===== src/rtl/l7_fetch_decode_q.sv =====
// l7_fetch_decode_q: fetch/decode front end with PC, synchronous imem port,
// decoded-instruction queue and valid/ready output with redirect flush.
module l7_fetch_decode_q #(
  parameter int              PC_W     = 7,
  parameter int              XLEN     = 32,
  parameter int              DEPTH    = 2,
  parameter logic [PC_W-1:0] RESET_PC = '0
) (
  input  logic            clk,
  input  logic            rst_n,
  output logic            imem_en,
  output logic [PC_W-1:0] imem_addr,
  input  logic [XLEN-1:0] imem_rdata,
  input  logic            jmpen,
  input  logic [PC_W-1:0] jmpa,
  output logic            out_valid,
  input  logic            out_ready,
  output logic [XLEN-1:0] Iout,
  output logic [PC_W-1:0] PCout,
  output logic [4:0]      Rs1,
  output logic [4:0]      Rs2,
  output logic [4:0]      RD,
  output logic [19:0]     IMM
);

  localparam int AW = $clog2(DEPTH);
  localparam int CW = AW + 1;
  localparam logic [CW:0] DEPTH_C = (CW+1)'(DEPTH);

  logic [PC_W-1:0] pc_q, pc_d;
  logic [PC_W-1:0] ipc_q, ipc_d;
  logic            infl_q, infl_d;
  logic [CW-1:0]   count_q, count_d;
  logic [AW-1:0]   rd_q, rd_d;
  logic [AW-1:0]   wr_q, wr_d;

  logic [XLEN-1:0] iq_q [DEPTH];
  logic [PC_W-1:0] pq_q [DEPTH];

  logic            pop;
  logic            push;
  logic            issue;
  logic [CW:0]     occ;

  // Head is visible only outside reset; a pop frees a slot this cycle.
  assign out_valid = rst_n & (count_q != '0);
  assign pop       = out_valid & out_ready;

  // Slots already claimed once this cycle's pop is accounted for.
  assign occ = {1'b0, count_q}
             + {{CW{1'b0}}, infl_q}
             - {{CW{1'b0}}, pop};

  assign issue     = rst_n & ~jmpen & (occ < DEPTH_C);
  assign imem_en   = issue;
  assign imem_addr = pc_q;

  // A response landing during a redirect is wrong-path and dropped.
  assign push = infl_q & ~jmpen;

  // Next-state for PC, inflight tracker and queue bookkeeping.
  always_comb begin
    pc_d    = pc_q;
    ipc_d   = ipc_q;
    infl_d  = issue;
    count_d = count_q;
    rd_d    = rd_q;
    wr_d    = wr_q;
    if (issue) begin
      pc_d  = pc_q + PC_W'(1);
      ipc_d = pc_q;
    end
    if (jmpen) begin
      pc_d    = jmpa;
      count_d = '0;
      rd_d    = '0;
      wr_d    = '0;
    end else begin
      if (pop) begin
        rd_d = rd_q + AW'(1);
      end
      if (push) begin
        wr_d = wr_q + AW'(1);
      end
      count_d = count_q
              + {{AW{1'b0}}, push}
              - {{AW{1'b0}}, pop};
    end
  end

  // Control state register with synchronous reset.
  always_ff @(posedge clk) begin
    if (!rst_n) begin
      pc_q    <= RESET_PC;
      ipc_q   <= RESET_PC;
      infl_q  <= 1'b0;
      count_q <= '0;
      rd_q    <= '0;
      wr_q    <= '0;
    end else begin
      pc_q    <= pc_d;
      ipc_q   <= ipc_d;
      infl_q  <= infl_d;
      count_q <= count_d;
      rd_q    <= rd_d;
      wr_q    <= wr_d;
    end
  end

  // Queue storage; contents are qualified by count so need no reset.
  always_ff @(posedge clk) begin
    if (rst_n && push) begin
      iq_q[wr_q] <= imem_rdata;
      pq_q[wr_q] <= ipc_q;
    end
  end

  // Head decode, forced to zero when nothing is presented.
  always_comb begin
    Iout  = '0;
    PCout = '0;
    if (out_valid) begin
      Iout  = iq_q[rd_q];
      PCout = pq_q[rd_q];
    end
  end

  assign Rs1 = Iout[19:15];
  assign Rs2 = Iout[24:20];
  assign RD  = Iout[11:7];
  assign IMM = Iout[31:12];

endmodule


===== config.mk =====
export PLATFORM = sky130hd
export DESIGN_NAME = l7_fetch_decode_q
export DESIGN_NICKNAME = d
export VERILOG_FILES = /design/src/rtl/l7_fetch_decode_q.sv
export SDC_FILE = /design/constraint.sdc
export NUM_CORES = 1
export LEC_CHECK = 0
export CORE_MARGIN = 3
export CORE_UTILIZATION = 45
export CTS_BUF_LIST = sky130_fd_sc_hd__clkbuf_16
export CTS_CLUSTER_DIAMETER = 150
export DETAILED_ROUTE_END_ITERATION = 10
export HOLD_SLACK_MARGIN = 0.08
export PLACE_DENSITY = 0.8
export SYNTH_ARGS = -nofsm -noshare
export SYNTH_HDL_FRONTEND = slang
export SYNTH_SLANG_ARGS = --single-unit

===== constraint.sdc =====
create_clock -name clk -period 7.85 [get_ports clk]
set_clock_uncertainty 0.15 [all_clocks]
set_input_delay 1.9625 -clock clk [delete_from_list [all_inputs] [get_ports clk]]
set_output_delay 1.9625 -clock clk [all_outputs]
set_load 0.05 [all_outputs]

==> run_results.csv <==
group,metric,value,unit
timing,hold_violations,0,
placed_design,place.gp.congestion,0.910,
finish,post-route-util,63.0,%
grt,grt_max_degree,41,
yosys,yosys_register_bits,98,
timing,period_share,89.1,%
timing,rsz0062_at_grt,"false",
yosys,synth.net_count,350,
placed_design,place_area,0.00526,mm²
die,dieArea,0.0104,mm²
power_and_ir_drop,irDropWorstVdd,132,µV
drt,routedWlPerCell,15.0,µm
placed_design,dp.cells,493,
yosys,yosysSeqAreaShare,66.0,%
placed_design,io_buffer_count,125,
grt,grt_first_pass_wirelength,12.3,mm
grt,grt_antenna_before_repair,0,
grt,grt_pass1_vias,2564,
clocking,clockRootBuffer,"clkbuf_16",
die,io_pins,126,
power_and_ir_drop,power.total,0.00111,W
yosys,synth_top_area_cell,"edfxtp_1",
die,core_area,0.00885,mm²
worst_setup_path,worstPathRequired,5.74,ns
hold_path,holdCritPathClass,"reg -> reg",
worst_setup_path,timing.rr.end,"imem_addr[6]",
power_and_ir_drop,powerDensity,198,mW/mm²
worst_setup_path,max_stage_delay,0.82,ns
clocking,cts_tree,"done",
timing,fin_crit,6.99,ns
die,start_util,47.0,%
drt,drc,0,
yosys,synth_area,0.00416,mm²
worst_setup_path,arrival,4.88,ns
placed_design,hpwl,5.37,mm
clocking,post-cts-setup-buffers,0,
power_and_ir_drop,p_leak,1.85,nW
timing,worstMarginPinSlew,1.13,ns
worst_setup_path,worstSetupPathType,"in -> out",
worst_setup_path,r2r_start,"count_q[1]",
yosys,yosysWarningCount,0,
drt,drtPass1Iterations,4,
drt,drt-initial-drc-count,81,
timing,clock.fmax,143,MHz
hold_path,holdPathStages,0,
finish,final_nets,442,
finish,area_growth_syn_to_layout,34.2,%
worst_setup_path,path_cells,"clkdlybuf4s50_1 -> buf_4 -> o211ai_1 -> xnor2_1 -> nand2_1 -> fa_1 -> nand3b_4 -> nor2_2 -> clkdlybuf4s50_1",
clocking,htree_levels,3,
worst_setup_path,crit_top_cell,"clkdlybuf4s50_1",
clocking,numCtsBuffers,9,
worst_setup_path,crit_slowest_cell,"clkdlybuf4s50_1",
die,die_h,102,µm
hold_path,min_to,"pq_q[1][2]",
yosys,ys_types,34,
drt,drtAntennaViolNets,0,
hold_path,hold_path_startpoint,"ipc_q[2]",
grt,overflow,0,
timing,relSlewSlack,24.6,%
die,die_w,102,µm
timing,slew_viol_final,0,
clocking,cts.path.max_buffers,2,
clocking,hold_buffers,0,
worst_setup_path,worst-path-max-fanout,12,
die,rows,34,
yosys,synthCells,304,
timing,fin_setup_tns,0,ns
finish,fill_cells,671,
clocking,cts.sinks,98,
yosys,synth_top_area_share,56.4,%
yosys,avgSynthCellArea,13.7,µm²
run_status,outcome,"finished clean",
grt,grt_usage,15.2,%
finish,insertedDiodeCount,0,
drt,vias,2538,
finish,final_cell_count_no_fill,509,
clocking,ctsResizeCount,0,
worst_setup_path,reg2reg_depth,8,
yosys,synth_area_leaders,"edfxtp_1 56%, mux2i_1 12%, dfxtp_1 9.6%, buf_4 6.3%, nor2_1 5.0%",
clocking,insertion_delay,0.32,ns
finish,drive_gt1_share,6.48,%
drt,drt-total-wl,7.63,mm
worst_setup_path,r2r_setup_slack,4.87,ns
finish,stdcell_area,0.00558,mm²
clocking,clk_pin_slew,0.07,ns
run,cap_viol_max_count,0,
drt,routed_via_density,4.99,
timing,setup_violations,0,
worst_setup_path,start_kind,"primary input",
worst_setup_path,worst_setup_path_end_kind,"output port",
## cell usage after synthesis
library cell,instances
o311ai_0,1
o21ai_0,6
clkbuf_1,6
nor2_2,1
xnor2_1,4
mux2i_1,48
buf_4,35
a21oi_1,4
fa_1,1
a31oi_1,1
nand2b_1,1
xor2_2,1
ha_1,2
and2_1,1
or3_1,2
nor2b_1,2
and3_1,2
nand4bb_4,1
o211ai_1,2
buf_2,5
clkinv_1,1
nand4_1,1
inv_1,2
nand3_1,3
edfxtp_1,78
nor2_1,55
xor2_1,5
a211oi_1,1
nor3_1,1
nand2_1,8
buf_6,1
o21ai_1,1
dfxtp_1,20
nand3b_4,1
## registers in the layout (all words and copies together) (netlist names), named ones only
register / count
infl_q: 1
pq_q: 14
rd_q: 1
count_q: 2
ipc_q: 7
wr_q: 1
imem_addr: 7
iq_q: 64
## stage by stage
step / hold WS [ns] / setup WS, ns
after detailed placement: 0.296 / 0.871
final: 0.308 / 0.859
after global placement: 0.288 / 0.977
after CTS: 0.312 / 0.860
after global routing: 0.325 / 0.701
after floorplan: 0.275 / 1.95
## where the power goes
| part | internal, W | leakage, nW | total [W] | switching (W) |
|---|---|---|---|---|
| logic | 0.0000398 | 0.803 | 0.0000880 | 0.0000482 |
| clock network | 0.000266 | 0.156 | 0.000443 | 0.000177 |
| registers | 0.000569 | 0.890 | 0.000576 | 0.00000704 |
| total | 0.000874 | 1.85 | 0.00111 | 0.000232 |
## logic make-up after synthesis
| logic type | count (synthesis) | share of synthesized area, % |
|---|---|---|
| compound gates | 16 | 2.23 |
| xor+xnor | 10 | 2.29 |
| fa+ha+maj | 3 | 1.08 |
| buf+inv | 50 | 8.01 |
| flops | 98 | 66.0 |
| mux | 48 | 11.6 |
| simple gates | 79 | 8.82 |
## per-layer routing
metal / wire (µm) / vias to the layer above / track usage [%] / share of wire, %
met2: 4070 / 103 / 27.7 / 53
met4: 100 / 0 / 5.45 / 1.3
met3: 416 / 8 / 2.53 / 5.5
met5: 0 / - / 0 / 0
met1: 3040 / 1207 / 18.1 / 40
li1: - / 1220 / - / -
## critical path: cells and delay by family
kind / cells / cell delay [ns]
buf+inv: 3 / 1.45
fa+ha+maj: 1 / 0.63
simple gates: 3 / 0.33
compound gates: 1 / 0.26
xor+xnor: 1 / 0.24
## cell usage in the layout, fill, tap and decap left out, types with 2 or more instances in the layout
cell             instances
clkdlybuf4s50_1        125
edfxtp_1                78
nor2_1                  54
mux2i_1                 48
dfxtp_1                 19
clkbuf_16               10
nand2_1                  8
o21ai_0                  6
xor2_1                   5
xnor2_1                  4
a21oi_1                  4
nand3_1                  3
buf_4                    3
o211ai_1                 2
nor2b_1                  2
inv_1                    2
clkinv_1                 2
or3_1                    2
ha_1                     2
clkinv_4                 2
## layout make-up
cell class / instances / area, µm² / share of cell area [%]
inverter: 3 / 11.3 / 0.202
clock inverter: 6 / 62.6 / 1.12
tap: 108 / 135 / 2.42
clock buffer: 10 / 250 / 4.49
timing repair buffer: 128 / 1270 / 22.8
sequential: 98 / 2740 / 49.2
multi-input combinational: 156 / 1100 / 19.7
## worst max-delay path by stage
stage / endpoint / cells after the start / from
2_1_floorplan: imem_en / 6 / rst_n
3_3_place_gp: imem_en / 9 / rst_n
3_5_place_dp: imem_en / 9 / rst_n
4_1_cts: imem_en / 9 / rst_n
5_1_grt: imem_en / 9 / rst_n
6_report: imem_en / 9 / rst_n
(Power assumes the default switching activity.)
